File: config.mk
export PLATFORM = sky130hd
export DESIGN_NAME = bus_device_port
export DESIGN_NICKNAME = d
export VERILOG_FILES = /design/src/rtl/bus_device_port.sv
export SDC_FILE = /design/constraint.sdc
export NUM_CORES = 1
export LEC_CHECK = 0
export CAP_MARGIN = 40
export CELL_PAD_IN_SITES_DETAIL_PLACEMENT = 2
export CELL_PAD_IN_SITES_GLOBAL_PLACEMENT = 2
export CORE_ASPECT_RATIO = 0.9
export CORE_MARGIN = 5
export CORE_UTILIZATION = 45
export CTS_BUF_LIST = sky130_fd_sc_hd__clkbuf_2
export DETAILED_ROUTE_END_ITERATION = 8
export PLACE_DENSITY = 0.87
export SLEW_MARGIN = 20
export SYNTH_ARGS = -nofsm -noshare
export SYNTH_HDL_FRONTEND = slang
export SYNTH_SLANG_ARGS = --single-unit
File: constraint.sdc
create_clock -name clk -period 8.9 [get_ports clk]
set_input_delay 2.67 -clock clk [delete_from_list [all_inputs] [get_ports clk]]
set_output_delay 2.67 -clock clk [all_outputs]
set_load 0.1 [all_outputs]
File: src/rtl/bus_device_port.sv
// Bus-side device port: a TX FIFO (device writes, bus pops) and an RX FIFO
// (bus pushes, device reads), both first-word-fall-through, with sticky error flags.
module bus_device_port #(
    parameter int pckg_sz = 16,
    parameter int depth   = 8,
    parameter int cw      = $clog2(depth) + 1
) (
    input  logic               clk,
    input  logic               reset,
    input  logic               wr_en,
    input  logic [pckg_sz-1:0] wr_data,
    output logic               tx_full,
    output logic [cw-1:0]      tx_count,
    output logic               pndng,
    output logic [pckg_sz-1:0] D_pop,
    input  logic               pop,
    input  logic               push,
    input  logic [pckg_sz-1:0] D_push,
    input  logic               rd_en,
    output logic [pckg_sz-1:0] rd_data,
    output logic               rx_empty,
    output logic [cw-1:0]      rx_count,
    output logic [2:0]         err_flags
);

    localparam int aw = $clog2(depth);
    localparam logic [cw-1:0] fullCount = cw'(depth);

    logic [pckg_sz-1:0] txMem_q [depth];
    logic [pckg_sz-1:0] rxMem_q [depth];

    logic [aw-1:0] txWrPtr_q, txWrPtr_d, txRdPtr_q, txRdPtr_d;
    logic [aw-1:0] rxWrPtr_q, rxWrPtr_d, rxRdPtr_q, rxRdPtr_d;
    logic [cw-1:0] txCount_q, txCount_d, rxCount_q, rxCount_d;
    logic [2:0]    errFlags_q, errFlags_d;

    logic txFull, txEmpty, txPush, txPop;
    logic rxFull, rxEmpty, rxPush, rxPop;

    // A pop at full frees a slot in the same cycle, so a simultaneous write is accepted.
    always_comb begin
        txFull  = (txCount_q == fullCount);
        txEmpty = (txCount_q == '0);
        txPop   = pop && !txEmpty;
        txPush  = wr_en && (!txFull || txPop);

        rxFull  = (rxCount_q == fullCount);
        rxEmpty = (rxCount_q == '0);
        rxPop   = rd_en && !rxEmpty;
        rxPush  = push && (!rxFull || rxPop);
    end

    always_comb begin
        txWrPtr_d  = txWrPtr_q + aw'(txPush);
        txRdPtr_d  = txRdPtr_q + aw'(txPop);
        txCount_d  = txCount_q + cw'(txPush) - cw'(txPop);
        rxWrPtr_d  = rxWrPtr_q + aw'(rxPush);
        rxRdPtr_d  = rxRdPtr_q + aw'(rxPop);
        rxCount_d  = rxCount_q + cw'(rxPush) - cw'(rxPop);
        errFlags_d = errFlags_q | {push && rxFull && !rd_en,
                                   pop && txEmpty,
                                   wr_en && txFull && !pop};
    end

    always_ff @(posedge clk) begin
        if (reset) begin
            txWrPtr_q  <= '0;
            txRdPtr_q  <= '0;
            txCount_q  <= '0;
            rxWrPtr_q  <= '0;
            rxRdPtr_q  <= '0;
            rxCount_q  <= '0;
            errFlags_q <= '0;
        end else begin
            txWrPtr_q  <= txWrPtr_d;
            txRdPtr_q  <= txRdPtr_d;
            txCount_q  <= txCount_d;
            rxWrPtr_q  <= rxWrPtr_d;
            rxRdPtr_q  <= rxRdPtr_d;
            rxCount_q  <= rxCount_d;
            errFlags_q <= errFlags_d;
        end
    end

    // Storage is never cleared; the counts alone decide what is valid.
    always_ff @(posedge clk) begin
        if (!reset && txPush) txMem_q[txWrPtr_q] <= wr_data;
        if (!reset && rxPush) rxMem_q[rxWrPtr_q] <= D_push;
    end

    assign tx_full   = txFull;
    assign tx_count  = txCount_q;
    assign pndng     = !txEmpty;
    assign D_pop     = txEmpty ? '0 : txMem_q[txRdPtr_q];
    assign rx_empty  = rxEmpty;
    assign rx_count  = rxCount_q;
    assign rd_data   = rxEmpty ? '0 : rxMem_q[rxRdPtr_q];
    assign err_flags = errFlags_q;

endmodule
==> impl_metrics.py, run 1 <==
metrics = {
    "outcome": {
        "outcome": "complete, no violations",
    },
    "worst_setup_path": {
        "critical_path_required_ns": 6.23,
        "worstPathMaxFanout": 17,
        "end_kind": "output pin",
        "cp-start-kind": "register",
        "reg2reg_from": "rx_count[2]$_SDFF_PP0_",
        "worstSetupPathType": "register to output pin",
        "arrival_ns": 3.38,
        "startpoint": "rxRdPtr_q[0]$_SDFF_PP0_",
    },
    "final_layout": {
        "synthToLayoutAreaGrowth_pct": 25.2,
        "drive_gt1_share_pct": 31.5,
        "final_area_um2": 13800,
        "finalNonFillerCells": 1087,
        "fin_nets": 784,
        "post-route-util_pct": 57.1,
    },
    "clocking": {
        "clkLatencyLatePin_ns": 0.86,
        "cts.htree.levels": 3,
        "cts.sink_count": 279,
        "root_buffer": "clkbuf_2",
        "cts_tree": "yes",
        "cts_setup_buffers": 0,
        "postCtsHoldBufs": 0,
        "clk_pin_slew_ns": 0.09,
        "clock_path_buffers": 3,
        "numCtsBuffers": 73,
        "cts.repair.resized": 0,
    },
    "synth": {
        "synth_edf_count": 256,
        "syn_area_um2": 11000,
        "synthArstFlopShare_pct": 0,
        "ys_seq_area_share_pct": 73.8,
        "syn_area_per_cell_um2": 21.3,
        "ys_ff_latch": 279,
        "synth_cell_types": 39,
        "synth_fp_nets": 578,
        "synth_ff_type": "edfxtp_1",
        "ys_warn_count": 0,
        "syn_inst": 519,
    },
    "global_route": {
        "grt_pass1_vias": 7016,
        "grt_pass1_wl_mm": 44.8,
        "gr-usage-all-layers_pct": 22.1,
        "overflow": 0,
        "antenna_found_initial": 1,
        "grt_max_degree": 34,
    },
    "placed_design": {
        "dp.final_hpwl_mm": 18.6,
        "place_inst": 956,
        "placed_area_um2": 13100,
        "gp_congestion": 0.716,
        "io_buffer_count": 83,
    },
    "sta": {
        "clock.fmax_mhz": 165,
        "finalMaxSlewViolations": 0,
        "min_period_ns": 6.05,
        "worstMarginPinSlew_ns": 0.845,
        "hold_ws_ns": 0.456,
        "final-setup-viol-count": 0,
        "slew_headroom_pct": 43.6,
        "finalCritPeriodShare_pct": 68.0,
        "setup-tns-final_ns": 0,
        "finalHoldViolCount": 0,
        "fin_skew_ns": 0.0579,
        "grt_setup_unrepaired": "no",
    },
    "route": {
        "wl_per_cell_um": 27.5,
        "antenna_left": 0,
        "vias": 6073,
        "drc": 0,
        "drtPass1Iterations": 4,
        "via_per_inst": 5.59,
        "drt_iter0_drc": 385,
        "totalWireLength_mm": 29.9,
    },
    "floorplanning": {
        "rows": 54,
        "die_y_um": 159,
        "core-area_um2": 24200,
        "die_area_um2": 27800,
        "io_pins": 84,
        "initial_core_util_pct": 45.6,
        "die_w_um": 175,
    },
    "pwr": {
        "vdd_drop_max_v": 0.000218,
        "power_switching_uw": 2040,
        "power_density_nw_per_um2": 348,
        "internal-power_uw": 2770,
        "p_clk_share_pct": 18.4,
        "combPwrFrac_pct": 48.8,
        "leakagePower_uw": 0.00482,
        "sw_frac_of_total_pct": 42.4,
        "power_frac_seq_pct": 32.8,
    },
    "worst_hold_path": {
        "hp-start": "err_flags[2]$_SDFF_PP0_",
        "min_path_type": "register to register",
    },
    "run": {
        "drv_cap": 0,
    },
}
## cell type report
type                       instances  area (µm²)
antenna                            1        2.50
clock buffer                     105         526
clock inverter                    23         133
fill                            2009       10400
inverter                          18        67.6
multi-input combinational        199        2710
sequential                       279        8150
tap                              308         385
timing repair buffer             154        1840
## critical path, stage by stage (launching register included)
cell and delay, ns:
dfxtp_2 0.75, buf_12 0.27, mux4_1 0.61, a22o_1 0.25, clkdlybuf4s50_1 0.48, buf_8 0.19
## routing by layer
layer  vias up  share of wire (%)  GRT usage, %
met3        44                3.9          4.37
met4         0                2.0          7.48
met2       173                 53          39.2
met1      3241                 41          27.6
met5         -                  0             0
li1       2615                  -             -
## through the flow
step                      setup WS [ns]  total power [µW]
after floorplan                    2.80              3050
after global placement             3.26              3400
after detailed placement           3.56              3940
after CTS                          2.59              4870
after global routing               2.73              5030
final                              2.85              4810
## Yosys cell counts (3+ instances only)
| cell type | count | area, µm² |
|---|---|---|
| edfxtp_1 | 256 | 7690 |
| mux4_2 | 34 | 766 |
| a22o_1 | 32 | 280 |
| mux4_1 | 30 | 788 |
| dfxtp_1 | 23 | 460 |
| nor2_1 | 22 | 82.6 |
| ha_1 | 19 | 238 |
| inv_1 | 17 | 63.8 |
| nor2b_1 | 17 | 106 |
| buf_2 | 7 | 35.0 |
| nor4_1 | 6 | 37.5 |
| buf_6 | 5 | 56.3 |
| clkbuf_1 | 5 | 18.8 |
| xnor2_1 | 5 | 43.8 |
| a21oi_1 | 4 | 20.0 |
| buf_12 | 4 | 80.1 |
| nand2_1 | 3 | 11.3 |
## logic make-up after synthesis
logic type	count (synthesis)	synth area share, %
AND/OR/NAND/NOR	62	3.24
XOR/XNOR	6	0.476
buffers and inverters	41	2.41
flip-flops	279	73.8
multiplexers	66	14.3
AO/OA/AOI/OAI	44	3.24
adder cells (fa/ha/maj)	21	2.52
## state kept, by name, summed over array words and instances, names as in the netlist
name and count:
txMem_q 128, rxRdPtr_q 3, rx_count 4, txRdPtr_q 3, rxMem_q 128, rxWrPtr_q 3
txWrPtr_q 3, err_flags 3, tx_count 4
## power by group through the flow
stage / Combinational, µW / Sequential [µW] / Clock, µW
final: 2350 / 1580 / 886
after floorplan: 1370 / 1680 / 0
after global placement: 1770 / 1630 / 0
after CTS: 2360 / 1580 / 929
after detailed placement: 2330 / 1610 / 0
after global routing: 2430 / 1590 / 1010
## worst paths after layout
path	to	slack, ns	depth (start not counted)
max	rd_data[13]	2.85	5
max reg2reg	rx_count[3]$_SDFF_PP0_	5.69	10
min reg2reg	err_flags[2]$_SDFF_PP0_	0.46	2
min	err_flags[2]$_SDFF_PP0_	0.46	2
## cells in the final DEF (no fill, tap or decap), types with 13 or more instances in the layout
cell	n
a22o_1	32
buf_4	13
buf_8	48
clkbuf_2	105
clkdlybuf4s50_1	83
clkinv_1	15
dfxtp_1	21
edfxtp_1	256
ha_1	19
inv_1	17
mux4_1	30
mux4_2	34
nor2_1	15
nor2b_1	17
Power figures use the tool's default switching activity.
==> run 2, diff against run 1 <==
- CORE_UTILIZATION: 45 -> 43
- clock period: 8.9 -> 4.9 ns (I/O delays scaled with it)
==> impl_metrics.py, run 2 (synthesis results as in run 1) <==
metrics = {
    "outcome": {
        "outcome": "complete, no violations",
    },
    "worst_hold_path": {
        "hold_depth": 2,
        "min_path_type": "register to register",
    },
    "route": {
        "totalWireLength_mm": 28.9,
        "drt_iter0_drc": 321,
        "via_per_inst": 5.44,
        "drtPass1Iterations": 4,
        "antenna_left": 0,
        "wl_per_cell_um": 26.7,
        "drc": 0,
        "vias": 5882,
    },
    "worst_setup_path": {
        "worstSetupPathType": "register to output pin",
        "end_kind": "output pin",
        "cp-start-kind": "register",
        "path_cells": "buf_4, mux4_1, a22o_1, buf_4",
        "arrival_ns": 2.84,
        "worstPathMaxFanout": 32,
        "cp_slowest_stage_delay_ns": 0.69,
        "rrSetupSlack_ns": 2.01,
        "worst_path_most_repeated_cell": "buf_4",
        "cp_slowest_cell": "mux4_1",
        "critical_path_required_ns": 3.43,
        "reg2reg_depth": 10,
    },
    "sta": {
        "fin_skew_ns": 0.0481,
        "grt_setup_unrepaired": "no",
        "slew_headroom_pct": 57.5,
        "final-setup-viol-count": 0,
        "min_period_ns": 4.31,
        "setup-tns-final_ns": 0,
        "worstMarginPinSlew_ns": 0.637,
        "clock.fmax_mhz": 232,
        "finalHoldViolCount": 0,
        "finalCritPeriodShare_pct": 88.0,
        "finalMaxSlewViolations": 0,
    },
    "clocking": {
        "clock_path_buffers": 3,
        "cts.sink_count": 279,
        "clk_pin_slew_ns": 0.11,
        "root_buffer": "clkbuf_2",
        "cts_tree": "yes",
        "postCtsHoldBufs": 0,
        "clkLatencyLatePin_ns": 0.80,
        "cts.repair.resized": 0,
        "cts_setup_buffers": 0,
        "cts.htree.levels": 3,
        "numCtsBuffers": 70,
    },
    "final_layout": {
        "layout_commonest_cell": "edfxtp_1",
        "fin_nets": 750,
        "reg_top3": "rxMem_q (128), txMem_q (128)",
        "synthToLayoutAreaGrowth_pct": 19.1,
        "mostFrequentLayoutCells": "256 x edfxtp_1, 91 x clkbuf_2, 58 x buf_4",
        "drive_gt1_share_pct": 31.0,
        "final_area_um2": 13100,
        "n_fill_cell": 2244,
    },
    "floorplanning": {
        "die_area_um2": 29000,
        "initial_core_util_pct": 43.8,
        "core-area_um2": 25200,
        "io_pins": 84,
        "rows": 55,
        "die_y_um": 162,
        "die_w_um": 179,
    },
    "global_route": {
        "overflow": 0,
        "antenna_found_initial": 1,
        "grt_pass1_vias": 6784,
        "gr-usage-all-layers_pct": 20.6,
        "grt_max_degree": 34,
        "grt_pass1_wl_mm": 43.5,
    },
    "placed_design": {
        "dp.final_hpwl_mm": 17.5,
        "io_buffer_count": 83,
        "placed_area_um2": 12500,
        "gp_congestion": 0.745,
    },
    "pwr": {
        "power_density_nw_per_um2": 608,
        "leakagePower_uw": 0.00457,
        "vdd_drop_max_v": 0.000378,
    },
    "run": {
        "drv_cap": 0,
    },
}
run 2: cell count changes in the layout (fill, tap and decap cells not counted), moves of 4 or more:
cell             change
buf_4               +45
buf_8               -35
clkdlybuf4s50_1     -33
clkbuf_2            -14
nor2_1               +7
nor2_2               -7
buf_6                -4
run 2: layer usage:
metal | routed length (µm) | track usage [%]
met1 | 11800 | 26.2
met3 | 1190 | 4.21
met2 | 15400 | 35.9
met5 | 0 | 0
met4 | 493 | 6.03
run 2: worst paths after layout:
check / from / to
worst max-delay path: txRdPtr_q[0]$_SDFF_PP0_ / D_pop[6]
worst max register to register: rx_count[2]$_SDFF_PP0_ / rx_count[3]$_SDFF_PP0_
worst min-delay path: err_flags[2]$_SDFF_PP0_ / err_flags[2]$_SDFF_PP0_
worst min register to register: err_flags[2]$_SDFF_PP0_ / err_flags[2]$_SDFF_PP0_
run 2: stage by stage:
step / power, µW / setup WS [ns] / utilization, % / hold WS (ns) / instances
3_5_place_dp: 6480 / 0.875 / 49.6 / 0.455 / 960
2_1_floorplan: 5550 / 0.251 / - / 0.497 / 519
5_1_grt: 8370 / 0.400 / 52.2 / 0.505 / 1082
4_1_cts: 8120 / 0.229 / 52.1 / 0.466 / 1080
6_report: 7990 / 0.588 / 52.2 / 0.459 / 1082
3_3_place_gp: 6160 / 1.07 / 48.7 / 0.437 / 946
run 2: final cells by class:
class / instances / area, µm² / share of cell area [%]
antenna: 1 / 2.50 / 0.0190
clock buffer: 91 / 455 / 3.47
clock inverter: 29 / 173 / 1.31
inverter: 18 / 67.6 / 0.514
multi-input combinational: 199 / 2690 / 20.5
sequential: 279 / 8150 / 62.0
tap: 342 / 428 / 3.26
timing repair buffer: 123 / 1180 / 8.97
run 2: worst max-delay path, delay by kind of cell, from the launching register on:
kind                   cells  cell delay, ns
AO/OA/AOI/OAI              1            0.22
buffers and inverters      2            0.72
flip-flops                 1            0.35
multiplexers               1            0.69
run 2: report_power, final:
group,total [µW],switching [µW],internal [µW]
clock,1590,973,618
combinational,3590,2470,1110
sequential,2810,88.7,2720
total,7990,3540,4450
==> run 3, diff against run 2 <==
- CELL_PAD_IN_SITES_DETAIL_PLACEMENT: 2 -> default
- CELL_PAD_IN_SITES_GLOBAL_PLACEMENT: 2 -> default
- CORE_MARGIN: 5 -> 8
- CORE_UTILIZATION: 43 -> 45
- PLACE_DENSITY: 0.87 -> 0.76
- TNS_END_PERCENT: default -> 5
==> impl_metrics.py, run 3 (synthesis results as in run 1) <==
metrics = {
    "placed_design": {
        "io_buffer_count": 83,
        "dp.final_hpwl_mm": 12.8,
        "gp_congestion": 0.768,
        "place_inst": 926,
    },
    "floorplanning": {
        "rows": 54,
        "die_y_um": 165,
        "die_area_um2": 29800,
        "die_w_um": 181,
        "io_pins": 84,
        "core-area_um2": 24200,
        "initial_core_util_pct": 45.6,
    },
    "worst_setup_path": {
        "reg2reg_from": "rx_count[2]$_SDFF_PP0_",
        "cp-start-kind": "register",
        "rrSetupSlack_ns": 2.12,
        "end_kind": "output pin",
        "reg2reg_depth": 10,
        "r2r-end": "rx_count[3]$_SDFF_PP0_",
        "critical_path_required_ns": 3.43,
        "worstSetupPathType": "register to output pin",
        "arrival_ns": 3.03,
        "worstPathMaxFanout": 21,
    },
    "route": {
        "drtPass1Iterations": 4,
        "drc": 0,
        "vias": 5635,
        "antenna_left": 0,
        "via_per_inst": 5.38,
        "wl_per_cell_um": 20.6,
        "totalWireLength_mm": 21.6,
        "drt_iter0_drc": 344,
    },
    "pwr": {
        "p_clk_share_pct": 19.1,
        "power_switching_uw": 3360,
        "power_frac_seq_pct": 36.6,
        "sw_frac_of_total_pct": 43.2,
        "power_uw": 7770,
        "combPwrFrac_pct": 44.3,
        "leakagePower_uw": 0.00457,
        "vdd_drop_max_v": 0.000556,
        "internal-power_uw": 4410,
        "power_density_nw_per_um2": 594,
    },
    "global_route": {
        "overflow": 0,
        "gr-usage-all-layers_pct": 14.6,
        "grt_pass1_vias": 6040,
        "antenna_found_initial": 1,
        "grt_max_degree": 34,
        "grt_pass1_wl_mm": 33.3,
    },
    "clocking": {
        "clk_pin_slew_ns": 0.08,
        "clock_path_buffers": 3,
        "cts.htree.levels": 3,
        "cts.sink_count": 279,
        "numCtsBuffers": 72,
        "cts_setup_buffers": 0,
        "root_buffer": "clkbuf_2",
        "cts.repair.resized": 0,
        "cts_tree": "yes",
        "clkLatencyLatePin_ns": 0.81,
        "postCtsHoldBufs": 0,
    },
    "sta": {
        "hold_ws_ns": 0.457,
        "finalHoldViolCount": 0,
        "finalMaxSlewViolations": 0,
        "clock.fmax_mhz": 222,
        "grt_setup_unrepaired": "no",
        "setup-tns-final_ns": 0,
        "min_period_ns": 4.50,
        "finalCritPeriodShare_pct": 91.9,
        "slew_headroom_pct": 49.2,
        "fin_skew_ns": 0.0752,
        "worstMarginPinSlew_ns": 0.763,
        "final-setup-viol-count": 0,
    },
    "worst_hold_path": {
        "hold_depth": 2,
        "holdPathEnd": "err_flags[2]$_SDFF_PP0_",
        "hp-start": "err_flags[2]$_SDFF_PP0_",
        "min_path_type": "register to register",
    },
    "final_layout": {
        "post-route-util_pct": 54.1,
        "multi_input_area_um2": 2690,
        "reg_top3": "rxMem_q (128), txMem_q (128)",
        "n_fill_cell": 1858,
        "regArea_um2": 8150,
        "synthToLayoutAreaGrowth_pct": 18.5,
        "fin_nets": 751,
        "finalNonFillerCells": 1048,
        "drive_gt1_share_pct": 31.7,
        "layout_commonest_cell": "edfxtp_1",
        "mostFrequentLayoutCells": "256 x edfxtp_1, 100 x clkbuf_2, 58 x buf_4",
    },
    "outcome": {
        "outcome": "complete, no violations",
    },
    "run": {
        "drv_cap": 0,
    },
}
run 3: area by class of cell:
| cell class | count | area share, % |
|---|---|---|
| flip-flops and latches | 279 | 62.3 |
| multi-input cells | 199 | 20.6 |
| repair buffers | 122 | 8.86 |
| inverters | 18 | 0.517 |
| clock buffers | 100 | 3.83 |
| diodes | 1 | 0.0191 |
| clock inverters | 21 | 0.957 |
| well taps | 308 | 2.95 |
run 3: per-stage QoR:
| step | setup WS [ns] | cell area [µm²] |
|---|---|---|
| after global routing | 0.178 | 13100 |
| after global placement | 1.07 | 12200 |
| after detailed placement | 0.996 | 12500 |
| after floorplan | 0.251 | 11000 |
| final | 0.398 | 13100 |
| after CTS | 0.272 | 13100 |
run 3: routing by layer:
layer,vias to the layer above,track usage [%],part of all wire [%]
li1,2552,-,-
met1,2874,17.7,41
met2,176,24.9,52
met3,33,3.56,5.5
met4,0,6.44,1.8
met5,-,0,0
run 3: how the worst max path moves through the flow:
stage	from	end	depth (start not counted)
detailed placement	rd_en	rx_count[3]$_SDFF_PP0_	9
finish	txRdPtr_q[0]$_SDFF_PP0_	D_pop[2]	4
global placement	rd_en	rx_count[3]$_SDFF_PP0_	9
CTS	txRdPtr_q[0]$_SDFF_PP0_	D_pop[10]	4
global route	txRdPtr_q[0]$_SDFF_PP0_	D_pop[10]	4
floorplan	tx_count[2]$_SDFF_PP0_	D_pop[10]	8
run 3: critical path, stage by stage, from the launching register on:
cell and delay [ns]:
dfxtp_2 0.83, buf_4 0.38, mux4_2 0.53, a22o_1 0.28, buf_4 0.24
run 3: power groups by stage:
stage               sequential (µW)  clock, µW  combinational [µW]
floorplan                      3050          0                2500
global placement               2890          0                3270
detailed placement             2900          0                3470
CTS                            2850       1550                3480
global route                   2870       1650                3590
finish                         2850       1480                3440
